### src/rtl/alu_defs.sv
// Shared codes for the ALU command sequencer: op codes, response error codes
// and the sequencer state encoding.
package alu_defs;

  localparam logic [1:0] OP_ADD = 2'b00;
  localparam logic [1:0] OP_SUB = 2'b01;
  localparam logic [1:0] OP_MUL = 2'b10;
  localparam logic [1:0] OP_DIV = 2'b11;

  localparam logic [1:0] ERR_OK   = 2'b00;
  localparam logic [1:0] ERR_DIV0 = 2'b01;
  localparam logic [1:0] ERR_TMO  = 2'b10;

  typedef enum logic [2:0] {
    ST_IDLE  = 3'd0,
    ST_ISSUE = 3'd1,
    ST_WAIT  = 3'd2,
    ST_RESP  = 3'd3,
    ST_DRAIN = 3'd4
  } seq_state_t;

  // Add/sub produce a W-bit result; only mul/div use the full 2*W bus.
  function automatic logic op_is_narrow(input logic [1:0] op);
    return (op == OP_ADD) || (op == OP_SUB);
  endfunction

endpackage

### src/rtl/cmd_fifo.sv
// Small command FIFO: registered count drives full/empty, head is read
// combinationally from the storage array. Pointers wrap naturally since
// DEPTH is a power of two.
module cmd_fifo #(
  parameter int WIDTH = 8,
  parameter int DEPTH = 4
) (
  input  logic             clk,
  input  logic             rst,
  input  logic             push,
  input  logic [WIDTH-1:0] push_data,
  input  logic             pop,
  output logic [WIDTH-1:0] head,
  output logic             full,
  output logic             empty
);

  localparam int AW = $clog2(DEPTH);

  logic [WIDTH-1:0] mem [DEPTH];
  logic [AW-1:0]    wr_ptr;
  logic [AW-1:0]    rd_ptr;
  logic [AW:0]      count;
  logic             do_push;
  logic             do_pop;

  assign do_push = push && !full;
  assign do_pop  = pop && !empty;
  assign full    = (count == (AW+1)'(DEPTH));
  assign empty   = (count == '0);
  assign head    = mem[rd_ptr];

  // Pointer and occupancy bookkeeping; simultaneous push/pop leaves count alone.
  always_ff @(posedge clk) begin
    if (!rst) begin
      wr_ptr <= '0;
      rd_ptr <= '0;
      count  <= '0;
    end else begin
      if (do_push) wr_ptr <= wr_ptr + 1'b1;
      if (do_pop)  rd_ptr <= rd_ptr + 1'b1;
      case ({do_push, do_pop})
        2'b10:   count <= count + 1'b1;
        2'b01:   count <= count - 1'b1;
        default: ;
      endcase
    end
  end

  // Storage needs no reset: entries are only read once the count covers them.
  always_ff @(posedge clk) begin
    if (do_push) mem[wr_ptr] <= push_data;
  end

endmodule

### src/rtl/alu_cmd_sequencer.sv
// Host-side initiator for the multi-cycle ALU: queues commands, issues them
// one at a time, captures the result (or flags div-by-zero / timeout) and
// returns it on a valid/ready response channel.
module alu_cmd_sequencer
  import alu_defs::*;
#(
  parameter int W         = 8,
  parameter int CMD_DEPTH = 4,
  parameter int TIMEOUT   = 64
) (
  input  logic           clk,
  input  logic           rst,
  input  logic           cmd_valid,
  output logic           cmd_ready,
  input  logic [1:0]     cmd_op,
  input  logic [2*W-1:0] cmd_a,
  input  logic [W-1:0]   cmd_b,
  output logic           res_valid,
  input  logic           res_ready,
  output logic [2*W-1:0] res_data,
  output logic [1:0]     res_op,
  output logic [1:0]     res_err,
  output logic [1:0]     alu_op,
  output logic [2*W-1:0] alu_a,
  output logic [W-1:0]   alu_b,
  output logic           alu_start,
  input  logic           alu_finish,
  input  logic [2*W-1:0] alu_result,
  output logic           busy
);

  localparam int FW  = 2 + 3*W;
  localparam int WDW = $clog2(TIMEOUT) + 1;
  // Exit on the edge where the watchdog would reach TIMEOUT-1, so the
  // timeout response appears exactly TIMEOUT cycles after alu_start.
  localparam logic [WDW-1:0] WD_LAST = WDW'(TIMEOUT - 2);

  seq_state_t     state;
  seq_state_t     state_n;
  logic           fifo_full;
  logic           fifo_empty;
  logic           pop;
  logic [FW-1:0]  head;
  logic [1:0]     head_op;
  logic [2*W-1:0] head_a;
  logic [W-1:0]   head_b;
  logic           head_div0;

  logic [1:0]     op_q;
  logic [2*W-1:0] a_q;
  logic [W-1:0]   b_q;
  logic [2*W-1:0] data_q;
  logic [2*W-1:0] data_n;
  logic [1:0]     err_q;
  logic [1:0]     err_n;
  logic           issued_q;
  logic           issued_n;
  logic [WDW-1:0] wd_q;

  cmd_fifo #(
    .WIDTH (FW),
    .DEPTH (CMD_DEPTH)
  ) u_fifo (
    .clk       (clk),
    .rst       (rst),
    .push      (cmd_valid),
    .push_data ({cmd_op, cmd_a, cmd_b}),
    .pop       (pop),
    .head      (head),
    .full      (fifo_full),
    .empty     (fifo_empty)
  );

  assign {head_op, head_a, head_b} = head;
  assign head_div0 = (head_op == OP_DIV) && (head_b == '0);

  // State register.
  always_ff @(posedge clk) begin
    if (!rst) state <= ST_IDLE;
    else      state <= state_n;
  end

  // Next state, FIFO pop and response values.
  always_comb begin
    state_n  = state;
    pop      = 1'b0;
    data_n   = data_q;
    err_n    = err_q;
    issued_n = issued_q;
    case (state)
      ST_IDLE: begin
        if (!fifo_empty) begin
          pop = 1'b1;
          if (head_div0) begin
            // Caught locally: the ALU never sees this command.
            state_n  = ST_RESP;
            data_n   = '0;
            err_n    = ERR_DIV0;
            issued_n = 1'b0;
          end else begin
            state_n  = ST_ISSUE;
            issued_n = 1'b1;
          end
        end
      end
      ST_ISSUE: state_n = ST_WAIT;
      ST_WAIT: begin
        // Finish takes priority over a coincident watchdog expiry.
        if (alu_finish) begin
          state_n = ST_RESP;
          err_n   = ERR_OK;
          data_n  = op_is_narrow(op_q) ? {{W{1'b0}}, alu_result[W-1:0]} : alu_result;
        end else if (wd_q == WD_LAST) begin
          state_n = ST_RESP;
          err_n   = ERR_TMO;
          data_n  = '0;
        end
      end
      ST_RESP: begin
        if (res_ready) state_n = issued_q ? ST_DRAIN : ST_IDLE;
      end
      ST_DRAIN: begin
        // Let the ALU fall back to idle before the next start.
        if (!alu_finish) state_n = ST_IDLE;
      end
      default: state_n = ST_IDLE;
    endcase
  end

  // Command and response registers; operands stay put from ISSUE through RESP.
  always_ff @(posedge clk) begin
    if (!rst) begin
      op_q     <= '0;
      a_q      <= '0;
      b_q      <= '0;
      data_q   <= '0;
      err_q    <= ERR_OK;
      issued_q <= 1'b0;
    end else begin
      if (pop) begin
        op_q <= head_op;
        a_q  <= head_a;
        b_q  <= head_b;
      end
      data_q   <= data_n;
      err_q    <= err_n;
      issued_q <= issued_n;
    end
  end

  // Watchdog: cleared on issue, counts every WAIT cycle.
  always_ff @(posedge clk) begin
    if (!rst)                   wd_q <= '0;
    else if (state == ST_ISSUE) wd_q <= '0;
    else if (state == ST_WAIT)  wd_q <= wd_q + 1'b1;
  end

  assign cmd_ready = !fifo_full;
  assign res_valid = (state == ST_RESP);
  assign res_data  = data_q;
  assign res_op    = op_q;
  assign res_err   = err_q;
  assign alu_op    = op_q;
  assign alu_a     = a_q;
  assign alu_b     = b_q;
  assign alu_start = (state == ST_ISSUE);
  assign busy      = (state != ST_IDLE) || !fifo_empty;

endmodule

### config.mk
export PLATFORM = sky130hd
export DESIGN_NAME = alu_cmd_sequencer
export DESIGN_NICKNAME = d
export VERILOG_FILES = /design/src/rtl/alu_defs.sv /design/src/rtl/cmd_fifo.sv /design/src/rtl/alu_cmd_sequencer.sv
export SDC_FILE = /design/constraint.sdc
export NUM_CORES = 1
export LEC_CHECK = 0
export CAP_MARGIN = 20
export CELL_PAD_IN_SITES_DETAIL_PLACEMENT = 2
export CELL_PAD_IN_SITES_GLOBAL_PLACEMENT = 2
export CORE_MARGIN = 2
export CORE_UTILIZATION = 40
export DETAILED_ROUTE_END_ITERATION = 10
export PLACE_DENSITY = 0.81
export SETUP_SLACK_MARGIN = 0.1
export SYNTH_ARGS = -nofsm -noshare
export SYNTH_HDL_FRONTEND = slang
export SYNTH_SLANG_ARGS = --single-unit
### constraint.sdc
create_clock -name clk -period 7.2 [get_ports clk]
set_input_delay 1.08 -clock clk [delete_from_list [all_inputs] [get_ports clk]]
set_output_delay 1.08 -clock clk [all_outputs]
set_load 0.01 [all_outputs]
==> impl_metrics.tcl <==
set metrics [dict create \
    clockBufferDepth 2 \
    setup_slack_ns 3.98 \
    synth_top_area_share_pct 47.5 \
    cpPeakStageDelay_ns 0.92 \
    cts-htree-levels 4 \
    pre_cts_ws_ns 3.93 \
    antenna_found_initial 1 \
    first_iter_violations 284 \
    ys_top_cells_by_area "edfxtp_1 (48%), dfxtp_1 (19%), nand2_1 (5.4%)" \
    period_minus_slack_ns 3.22 \
    finalClockSkew_ns 0.0185 \
    fmax_mhz 311 \
    grt_max_degree 39 \
    wl_per_cell_um 22.6 \
    post_cts_resized 0 \
    ant_nets 0 \
    crit_chain "mux4_1 > or4_4 > nor3_4 > o221ai_1" \
    final_cells 802 \
    hold_path_end "alu_a[3]$_SDFFE_PN0P_" \
    dieArea_mm2 0.0175 \
    critical_path_class "reg -> reg" \
    synthFlopType "edfxtp_1" \
    r2r-end "res_data[9]$_SDFFE_PN0P_" \
    vias_per_cell 5.34 \
    dr.pass1.iters 4 \
    hold_violations 0 \
    worstMarginPinSlew_ns 0.900 \
    grt_pass1_wl_um 28400 \
    rsz0062_at_grt "no" \
    cts_buffers 17 \
    num_rows 46 \
    synthCells 474 \
    startpoint_type "flip-flop" \
    critPathMaxFanout 26 \
    grt_util_all_layers_pct 21.6 \
    globalRoute.totalOverflow 0 \
    worstRegToRegCells 4 \
    synth_seq_area_share_pct 67.0 \
    hold_depth 2 \
    yosys.area.top_type "edfxtp_1" \
    async_reset_ff_share_pct 0 \
    post-route-util_pct 52.2 \
    finalSetupTns_ns 0 \
    core_region_area_mm2 0.0160 \
    insertion_delay_ns 0.44 \
    diodes 0 \
    postSynthAreaPerCell_um2 13.9 \
    min_path_type "reg -> reg" \
    synth_area_mm2 0.00657 \
    cp.arrival_ns 3.49 \
    num-nets-final 628 \
    critPathRequiredTime_ns 7.47 \
    r2r_slack_ns 3.98 \
    dp_cells 768 \
    period_share_pct 44.7 \
    cap_violations 0 \
    ys_top_cells_by_count "edfxtp_1 (104), nand2_1 (95), dfxtp_1 (64)" \
    p_per_area_mw_per_mm2 380 \
    crit_slowest_cell "dfxtp_2" \
    synth_most_common_cell "edfxtp_1" \
    endpoint_kind "flip-flop" \
    area_growth_pct 27.0 \
    clk_pin_slew_worst_paths_ns 0.07 \
    ioPinCount 97 \
    ys.warnings.count 0 \
    hpwl_um 11500 \
    routed_wl_um 18200 \
    yosysUniqueCellTypes 51 \
    ys_ff_latch 168 \
    grt_pass1_vias 4838 \
    ctsHoldBuffers 0 \
    peakVddDrop_mv 0.197 \
    final_max_slew_viol_count 0 \
    drive_above_1_share_pct 10.2 \
    place.port_buffers 96 \
    cts-root-buf "clkbuf_16" \
    start_util_pct 41.1 \
    drc_errors 0 \
    vias 4282 \
    clock-sinks 168 \
    maxSlewHeadroom_pct 40.0 \
    status "finished clean" \
    synth_nets 529 \
    die_w_um 132 \
    setup_violations 0 \
    die_h_um 132 \
    gp_congestion 0.710 \
    cts_tree "built" \
    hold_start "alu_a[3]$_SDFFE_PN0P_" \
    synth_edf_count 104 \
    cts_setup_buffers 0 \
    power_leakage_nw 2.79 \
]
critical path: cells and delay by family (launching register included):
family          cells  cell delay, ns
compound gates      1            0.26
mux                 1            0.70
flops               1            0.92
simple gates        2            1.17
through the flow:
step | instance area (um^2) | power, mW | hold WS (ns)
5_1_grt | 8350 | 3.34 | 0.487
3_5_place_dp | 7740 | 2.26 | 0.451
3_3_place_gp | 7740 | 2.18 | 0.445
6_report | 8350 | 3.17 | 0.468
2_1_floorplan | 6570 | 1.83 | 0.469
4_1_cts | 8330 | 3.22 | 0.473
per-layer routing:
metal  part of all wire [%]  GRT usage (%)
met5                  0.066              0
met4                   0.75           5.91
met1                     42           25.2
met3                    5.1           5.46
met2                     52           39.5
how the worst max path moves through the flow:
stage / slack (ns) / start / end / cells past startpoint
after floorplan: 4.55 / state[1]$_SDFFE_PN0P_ / u_fifo.count[2]$_SDFFE_PN0P_ / 11
after detailed placement: 3.93 / flip-flop / res_data[15]$_SDFFE_PN0P_ / 4
after global placement: 4.08 / flip-flop / res_data[13]$_SDFFE_PN0P_ / 4
after CTS: 3.90 / flip-flop / res_data[9]$_SDFFE_PN0P_ / 4
final: 3.98 / flip-flop / res_data[9]$_SDFFE_PN0P_ / 4
after global routing: 3.75 / flip-flop / res_data[9]$_SDFFE_PN0P_ / 4
placed cells by master (no fill, tap or decap), drive strengths merged, types with 4 or more instances in the layout:
cell	n
o21ai	6
ha	7
nor4	4
or3	5
xnor2	5
and3	5
o221ai	16
clkbuf	18
xor2	4
nand2	95
buf	9
edfxtp	104
a21oi	33
clkinv	4
nor3	5
clkdlybuf4s50	96
inv	33
dfxtp	64
mux4	26
nor2	15
flip-flops by register name, indices dropped and copies added, names as in the netlist, 3 cells and up, named ones only:
name,cells
u_fifo.mem,104
alu_a,16
res_data,16
alu_b,8
wd_q,7
state,3
u_fifo.count,3
kinds of logic (layout without fill, tap and decap cells):
group                      Yosys count  after routing  synth area share (%)
AOI/OAI and AO/OA                   65             65                  6.66
xor gates and xnor gates             9              9                  1.20
adders and majority gates            8              8                  1.64
buffers and inverters               51            163                  3.33
DFF                                168            168                  67.0
muxes                               26             26                  9.65
and+or+nand+nor                    147            147                  10.5
where the power goes:
part	internal, mW	switching, mW
registers	1.21	0.136
logic	0.402	0.494
clock network	0.521	0.413
layout make-up:
| class | instances | area (um^2) |
|---|---|---|
| multi-input cells | 255 | 1950 |
| flip-flops and latches | 168 | 4410 |
| fillers | 1516 | 7650 |
| inverters | 26 | 97.6 |
| repair buffers | 105 | 1030 |
| clock inverters | 14 | 161 |
| well taps | 216 | 270 |
| clock buffers | 18 | 429 |
No activity file was read; power rests on OpenSTA's default activity.
